===== src/rtl/alu_muldiv.sv =====
// rtl/alu_muldiv.sv - ALU with iterative multiply and optional divide (ALU_MULDIV_DIV_EN)
module alu_muldiv #(
    parameter int WIDTH = 16
) (
    input  logic             clk,
    input  logic             rst_n,
    input  logic             in_valid,
    output logic             in_ready,
    input  logic [3:0]       op,
    input  logic [WIDTH-1:0] a,
    input  logic [WIDTH-1:0] b,
    output logic             out_valid,
    input  logic             out_ready,
    output logic [WIDTH-1:0] out,
    output logic             dz
);
    localparam int SW = $clog2(WIDTH);
    localparam int CW = $clog2(WIDTH + 1);

    typedef enum logic [1:0] {IDLE, BUSY, DONE} state_t;
    state_t state, state_nx;

    logic [CW-1:0]    cnt;
    logic [WIDTH-1:0] acc, x, y, res_q, alu_res, mul_sum;
    logic             dz_q, is_mul_q, multi, last;
    logic [SW-1:0]    amt;
`ifdef ALU_MULDIV_DIV_EN
    logic             is_rem_q, ge;
    logic [WIDTH:0]   rem_sh;
    logic [WIDTH-1:0] rem_diff, rem_nx, quo_nx;
`endif

    assign amt  = b[SW-1:0];
    assign last = (cnt == CW'(WIDTH - 1));
`ifdef ALU_MULDIV_DIV_EN
    assign multi = (op == 4'hA) || (op == 4'hB) || (op == 4'hC);
`else
    assign multi = (op == 4'hA);
`endif

    always_comb begin
        alu_res = '0;
        case (op)
            4'h0: alu_res = a + b;
            4'h1: alu_res = a - b;
            4'h2: alu_res = a & b;
            4'h3: alu_res = a | b;
            4'h4: alu_res = a ^ b;
            4'h5: alu_res = a >> amt;
            4'h6: alu_res = $signed(a) >>> amt;
            4'h7: alu_res = a << amt;
            4'h8: alu_res = {{(WIDTH-1){1'b0}}, $signed(a) < $signed(b)};
            4'h9: alu_res = {{(WIDTH-1){1'b0}}, a < b};
            4'hD, 4'hE, 4'hF: alu_res = a;
            default: alu_res = '0;
        endcase
    end

    // One iteration step: shift-add multiply, restoring divide
    always_comb begin
        mul_sum = acc + (y[0] ? x : '0);
`ifdef ALU_MULDIV_DIV_EN
        rem_sh   = {acc, x[WIDTH-1]};
        ge       = (rem_sh >= {1'b0, y});
        rem_diff = rem_sh[WIDTH-1:0] - y;
        rem_nx   = ge ? rem_diff : rem_sh[WIDTH-1:0];
        quo_nx   = {x[WIDTH-2:0], ge};
`endif
    end

    always_ff @(posedge clk or negedge rst_n) begin
        if (!rst_n) state <= IDLE;
        else        state <= state_nx;
    end

    always_comb begin
        state_nx  = state;
        in_ready  = 1'b0;
        out_valid = 1'b0;
        case (state)
            IDLE: begin
                in_ready = 1'b1;
                if (in_valid) state_nx = multi ? BUSY : DONE;
            end
            BUSY: if (last) state_nx = DONE;
            DONE: begin
                out_valid = 1'b1;
                if (out_ready) state_nx = IDLE;
            end
            default: state_nx = IDLE;
        endcase
    end

    always_ff @(posedge clk or negedge rst_n) begin
        if (!rst_n) begin
            cnt      <= '0;
            acc      <= '0;
            x        <= '0;
            y        <= '0;
            res_q    <= '0;
            dz_q     <= 1'b0;
            is_mul_q <= 1'b0;
`ifdef ALU_MULDIV_DIV_EN
            is_rem_q <= 1'b0;
`endif
        end else begin
            case (state)
                IDLE: if (in_valid) begin
                    cnt  <= '0;
                    dz_q <= 1'b0;
                    if (multi) begin
                        acc      <= '0;
                        x        <= a;
                        y        <= b;
                        is_mul_q <= (op == 4'hA);
`ifdef ALU_MULDIV_DIV_EN
                        is_rem_q <= (op == 4'hC);
                        dz_q     <= (op != 4'hA) && (b == '0);
`endif
                    end else begin
                        res_q <= alu_res;
                    end
                end
                BUSY: begin
                    cnt <= cnt + 1'b1;
                    if (is_mul_q) begin
                        acc <= mul_sum;
                        x   <= x << 1;
                        y   <= y >> 1;
                        if (last) res_q <= mul_sum;
                    end
`ifdef ALU_MULDIV_DIV_EN
                    else begin
                        acc <= rem_nx;
                        x   <= quo_nx;
                        if (last) res_q <= is_rem_q ? rem_nx : quo_nx;
                    end
`endif
                end
                default: ;
            endcase
        end
    end

    assign out = res_q;
    assign dz  = dz_q;
endmodule


===== config.mk =====
export PLATFORM = sky130hd
export DESIGN_NAME = alu_muldiv
export DESIGN_NICKNAME = d
export VERILOG_FILES = /design/src/rtl/alu_muldiv.sv
export SDC_FILE = /design/constraint.sdc
export NUM_CORES = 1
export LEC_CHECK = 0
export CAP_MARGIN = 30
export CORE_MARGIN = 2
export CORE_UTILIZATION = 51
export CTS_CLUSTER_DIAMETER = 100
export DETAILED_ROUTE_END_ITERATION = 7
export PLACE_DENSITY = 0.69
export SYNTH_ARGS = -nofsm -noshare
export SYNTH_HDL_FRONTEND = slang
export SYNTH_SLANG_ARGS = --single-unit

===== constraint.sdc =====
create_clock -name clk -period 5.36 [get_ports clk]
set_input_delay 0.804 -clock clk [delete_from_list [all_inputs] [get_ports clk]]
set_output_delay 0.804 -clock clk [all_outputs]
set_load 0.03 [all_outputs]

==> key figures, run 1 <==
Critical path
  • Crit path arrival time: 4170 ps
  • Critical path required time: 5570 ps
  • Largest stage delay, worst path: about 750 ps
  • Worst setup EP type: register
  • Worst setup SP type: primary input
  • Crit Path Max Fanout: 13
  • Most used cell, CP: nand2_1
  • Worst path cell trace: clkdlybuf4s50_1 > inv_1 > ha_1 > a211oi_1 > o21ai_0 > a2111oi_1 > o31ai_1 > nand2_1 > o2111ai_1 > o311ai_0 > nand2_1
  • Critical path class: in -> reg
  • CP max-delay cell: clkdlybuf4s50_1

Timing
  • Final setup TNS: 0 ps
  • Final Hold Viols: 0
  • Fin. max-slew vios: 0
  • Final period utilization: 74.0%
  • Worst-margin pin slew: between 1000 and 1500 ps
  • Max-slew headroom: a little under a third
  • Min cycle time layout: between 3000 and 4000 ps
  • Final setup viols: 0
  • RSZ-0062 raised after global routing: no
  • Skew final: about 10 ps
  • Fin Hold WS: between 300 and 400 ps
  • Achievable frequency: between 0.2 and 0.3 GHz

Logic synthesis
  • Synthesized cell area: ~8200 µm²
  • Mapped Cells: ~1000
  • Sequential area share after synthesis: approximately 22%
  • Synth area leader: dfrtp_1
  • Async set-reset flop share out of synthesis: 100%
  • Leading cell type by number of instances after synthesis: nand2_1
  • Synth Area in Simple Gates: 21.8%
  • Top cells by count, synth: 159 x nand2_1, 122 x nor2_1, 72 x dfrtp_1
  • Largest family of logic cells by synthesized area: compound AO/OA/AOI/OAI gates
  • Syn Nets: around 1200
  • Yosys Warn Count: 0
  • #FFs+latches synth: slightly above 70
  • Synth area leaders: dfrtp_1 22%, ha_1 11%, nand2_1 7.3%
  • Post-synth EDFFs: 0
  • Post-Synth Adder-Cell Area: a little under an eighth
  • Ys flop type: dfrtp_1
  • Library cells used by synthesis: between 80 and 90
  • Post-Synth XOR/XNOR Area: between 1 and 1.5%
  • Post-synthesis mux area share: 8.97%
  • Synth Area in Compound Gates: between 20% and 30%
  • Syn avg cell area: just under 8 µm²
  • Yosys top cell area share: 22.0%

Cells and area
  • Layout filler cell count: between 1000 and 1500
  • Layout net count: between 1000 and 1500
  • N_diodes: 0
  • Area grow syn2layout: 10.8%
  • Layout cell share with drive strength beyond 1: ~8%

Clock network
  • CTS tree: built
  • CTS clk-pin slew, worst paths: 60 ps
  • CTS Buf Count: 9
  • Clock buffer depth: 2
  • Clk_lat worst skew: approximately 350 ps
  • Postcts setup bufs: 0
  • Cts repair resizes: 0
  • Clk root buf: clkbuf_16
  • Hold_buf cts: 0
  • H-tree depth: 3
  • Clk sinks: 72

Detailed routing
  • DR vias/cell: 6.36
  • WL per Instance: roughly 21 µm
  • WL met1: 11400 µm
  • WL met3: 2340 µm
  • ANT nets after route: 0
  • Via count: 8183
  • Uppermost layer routed: met4
  • WL met2: roughly 12000 µm
  • Aggregate routed wire length: around 27000 µm
  • First DRT Iteration DRCs: 971
  • Residual DRC count: 0
  • First-pass DRT Iterations: 5

Power and ir drop
  • Static leakage power: 3.93 nW
  • Max VDD drop: approximately 230 µV
  • Cell area power density: between 300 and 400 nW/µm²

Place
  • Port Buffers: 57
  • Routability Congestion: between 1 and 1.5
  • Post-DP HPWL: just under 20000 µm

Floorplan
  • Die Wd: roughly 130 µm
  • Initial Util: between 50% and 60%
  • Core area: between 15000 and 20000 µm²
  • Die Y-Extent: about 130 µm
  • Die Area: 17100 µm²
  • Row cnt: 46
  • I/O pin cnt: 59

Hold path
  • Hold Crit Class: in -> async

Global route
  • Global-route usage over all layers: 32.2%
  • Largest net degree at the start of global routing: 73
  • Initial antenna violation count: 1
  • First-pass GRT wire length: roughly 42000 µm
  • Vias in the first global route: ~7600
  • Gr ovfl total: 0

Run status
  • Status: finished, final reports clean

Run
  • Max-cap violations: 0
[cells in the final DEF, fill, tap and decap left out, types with 5 or more instances in the layout]
cell type          n
a2111oi_0          6
a211o_1            8
a211oi_1          16
a21o_1            17
a21oi_1           59
a221oi_1          10
a22o_1             9
a22oi_1            7
a31oi_1           46
and2_1            18
buf_4             23
clkbuf_16          9
clkdlybuf4s50_1   55
dfrtp_1           72
ha_1              71
inv_1             50
mux2i_1           24
mux4_1             6
mux4_2            13
nand2_1          159
nand2b_1          14
nand3_1           13
nor2_1           122
nor2b_1           11
nor3_1            22
o2111ai_1          6
o211ai_1           8
o21ai_0           58
o21bai_1           6
o31ai_1           11
or2_2              5
or3_1              8
xnor2_1            9
[registers in the layout, indices dropped and copies added, names as in the netlist]
name and cells:
x 16, is_mul_q 1, y 16, out 16, cnt 5, acc 16
state 2
[final cells by class]
| cell class | instances | area, µm² | area share (%) |
|---|---|---|---|
| clock buffer | 10 | 239 | 2.63 |
| timing repair buffer | 80 | 756 | 8.31 |
| inverter | 53 | 199 | 2.19 |
| clock inverter | 5 | 32.5 | 0.358 |
| multi-input combinational | 850 | 5790 | 63.7 |
| tap | 216 | 270 | 2.97 |
| sequential | 72 | 1800 | 19.8 |
[path summary, 6_finish.rpt]
check | cells past startpoint | startpoint | slack [ps] | end
max | 11 | a[2] | 1400 | out[14]
min | 1 | rst_n | 320 | cnt[4]
max reg2reg | 11 | y[0] | 1850 | out[14]
min reg2reg | 2 | out[6] | 470 | out[6]
max in group asynchronous | 2 | rst_n | 4470 | acc[10]
min in group clk | 2 | out[6] | 470 | out[6]
[worst max-delay path: cells and delay by family]
family | cells | cell delay [ps]
adders and majority gates | 1 | 440
and+or+nand+nor | 2 | 210
AOI/OAI and AO/OA | 6 | 1880
buffers and inverters | 2 | 840
[metal layers]
metal / up-vias / global-route usage (%)
li1: 3826 / -
met1: 3814 / 44.4
met2: 453 / 49.8
met3: 90 / 4.89
met4: 0 / 15.5
met5: - / 0
[where the power goes]
group | switching [mW] | total [mW] | internal, mW
Combinational | 0.852 | 1.50 | 0.645
Sequential | 0.145 | 0.867 | 0.722
Clock | 0.244 | 0.567 | 0.323
Total | 1.24 | 2.93 | 1.69
[per-stage QoR]
step	total power [mW]	std cells	setup slack [ps]	area, µm²	util, %
after floorplan	1.92	1048	1820	8200	-
after global placement	2.32	1269	1230	8780	55.5
after detailed placement	2.34	1269	1140	8780	55.5
after CTS	2.92	1284	1480	9050	57.2
after global routing	3.15	1286	1070	9090	57.4
final	2.93	1286	1400	9090	57.4
[logic make-up after synthesis]
logic type	Yosys count
XOR/XNOR	13
buffers and inverters	126
other	1
adder cells (fa/ha/maj)	74
AND/OR/NAND/NOR	397
AO/OA/AOI/OAI	318
flip-flops	72
multiplexers	47
Note: power is estimated with default switching activity, not from simulation.
==> inputs of run 2 (changes only) <==
Clock period 5.36 ns to 3.8 ns, I/O delays scaled along.
==> run 2 against run 1 <==
Net effect: sequential share of layout area down 0.88 points; routed wire length grew 2.3%; clock skew grew 2.0 ps; critical path depth rose by 1; die area unchanged; setup slack got worse by 970 ps; register-to-register slack got worse by 1400 ps; sequential cell count unchanged; non-clock buffer count increased by 43; via count grew 1.8%; highest routed layer unchanged.
==> key figures, run 2 (same netlist as run 1, synthesis figures left out) <==
Place
  • Port Buffers: between 50 and 60
  • Post-place instance area: about 9100 µm²
  • Placed cells: between 1000 and 1500
  • Routability Congestion: 0.995
  • Post-DP HPWL: 20500 µm

Detailed routing
  • Aggregate routed wire length: approximately 28000 µm
  • First DRT Iteration DRCs: between 900 and 1000
  • DR vias/cell: 6.26
  • ANT nets after route: 0
  • Via count: 8327
  • First-pass DRT Iterations: 6
  • WL per Instance: 20.7 µm
  • Residual DRC count: 0

Cells and area
  • Commonest non-fill, non-tap cell in the layout: nand2_1
  • Area grow syn2layout: 16.0%
  • Layout cell share with drive strength beyond 1: 11.5%
  • Most frequent cells in the layout: 159 x nand2_1, 122 x nor2_1, 72 x dfrtp_1
  • N_diodes: 0
  • Layout filler cell count: approximately 1500
  • Layout net count: ~1200
  • Post-Route Utilization: between 60% and 70%
  • Final instance area: between 9000 and 10000 µm²
  • Final cell count without fillers: roughly 1300

Critical path
  • Critical R2R Launch: x[0]
  • Most used cell, CP: o21ai_0
  • Worst setup SP type: primary input
  • Critical path required time: a little over 4000 ps
  • Crit path arrival time: 3600 ps
  • CP max-delay cell: clkdlybuf4s50_1
  • Worst path cell trace: clkdlybuf4s50_1 > ha_1 > fa_1 > a211oi_1 > o21ai_0 > a2111oi_1 > buf_4 > o31ai_1 > xnor2_1 > o2111ai_1 > o21ai_0 > a21oi_1
  • Worst-case reg-to-reg path depth: 11
  • CP top delay family: compound AO/OA/AOI/OAI gates
  • Reg2Reg Setup Slack: between 400 and 500 ps
  • Reg2reg end: out[14]
  • Worst setup EP type: register
  • Largest stage delay, worst path: about 440 ps
  • Critical path class: in -> reg
  • Critical path buffers and inverters: 2
  • Crit Path Max Fanout: 3

Run status
  • Status: finished, final reports clean

Global route
  • First-pass GRT wire length: around 44000 µm
  • Initial antenna violation count: 0
  • Vias in the first global route: 7983
  • Global-route usage over all layers: between 30% and 40%
  • Largest net degree at the start of global routing: 73
  • Gr ovfl total: 0

Hold path
  • Hold path depth: 2
  • Hold Crit Class: reg -> reg
  • Hold Startpoint: out[6]
  • WHS Endpoint: out[6]

Clock network
  • CTS clk-pin slew, worst paths: approximately 70 ps
  • Cts repair resizes: 0
  • Clk sinks: 72
  • Clk root buf: clkbuf_16
  • Clk_lat worst skew: approximately 340 ps
  • H-tree depth: 3
  • CTS Buf Count: 9
  • CTS tree: built
  • Clock buffer depth: 2

Floorplan
  • Die Y-Extent: about 130 µm
  • Die Wd: approximately 130 µm
  • Row cnt: 46
  • Core area: between 15000 and 20000 µm²
  • Initial Util: about half
  • Die Area: between 15000 and 20000 µm²
  • I/O pin cnt: slightly below 60

Timing
  • Final Hold Viols: 0
  • Final setup TNS: 0 ps
  • Fin Hold WS: approximately 480 ps
  • Achievable frequency: 0.296 GHz
  • Min cycle time layout: around 3400 ps
  • Final setup viols: 0
  • Fin. max-slew vios: 0
  • RSZ-0062 raised after global routing: no
  • Worst-margin pin slew: roughly 920 ps
  • Max-slew headroom: about two fifths
  • Skew final: roughly 13 ps
  • Final period utilization: between 80% and 90%

Power and ir drop
  • Static leakage power: about 4.2 nW
  • Max VDD drop: approximately 260 µV
  • Cell area power density: around 460 nW/µm²

Run
  • Max-cap violations: 0
[run 2: worst max-delay path by stage]
stage	from	end	depth (start not counted)	slack, ps
after global routing	a[0]	out[14]	12	160
after detailed placement	a[1]	out[15]	11	170
after CTS	x[0]	out[14]	11	490
after floorplan	b[2]	out[15]	13	490
after global placement	a[1]	out[15]	11	180
final	a[0]	out[12]	12	430
[run 2: layout make-up]
cell class	count	area (µm²)	area share [%]
inverters	53	199	2.09
repair buffers	123	1110	11.6
multi-input cells	850	5790	60.9
flip-flops and latches	72	1800	18.9
well taps	216	270	2.84
clock buffers	10	229	2.41
clock inverters	6	115	1.21
[run 2: what timing repair did]
action                                 in CTS  in global routing
buffers inserted                            0                  0
endpoints found under the hold margin       0                  1
hold buffers                                0                  1
[run 2: worst register-to-register path, stage by stage (launching register included)]
cell	delay, ps
dfrtp_1	410
and2_1	170
ha_1	230
fa_1	460
a211o_1	300
a21oi_1	180
o21ai_0	230
a41o_1	320
o41ai_1	320
xor2_1	300
o31a_1	210
nand2_1	70
[run 2: metal layers]
metal  part of all wire (%)  global-route usage (%)
met5                      0                       0
met4                    5.1                    15.6
met3                    8.8                    6.43
met2                     43                    51.2
met1                     43                    44.9
[run 2: report_power, final]
group          switching (mW)  leakage, nW  total [mW]  internal [mW]
clock                   0.358        0.164        1.01          0.647
sequential              0.190        0.835        1.21           1.02
combinational            1.23         3.17        2.18          0.955
total                    1.78         4.17        4.40           2.62
[run 2: metrics by stage]
| step | power, mW | setup slack [ps] |
|---|---|---|
| 3_3_place_gp | 3.32 | 178 |
| 6_report | 4.40 | 427 |
| 4_1_cts | 4.37 | 492 |
| 5_1_grt | 4.69 | 160 |
| 3_5_place_dp | 3.35 | 174 |
| 2_1_floorplan | 2.71 | 492 |
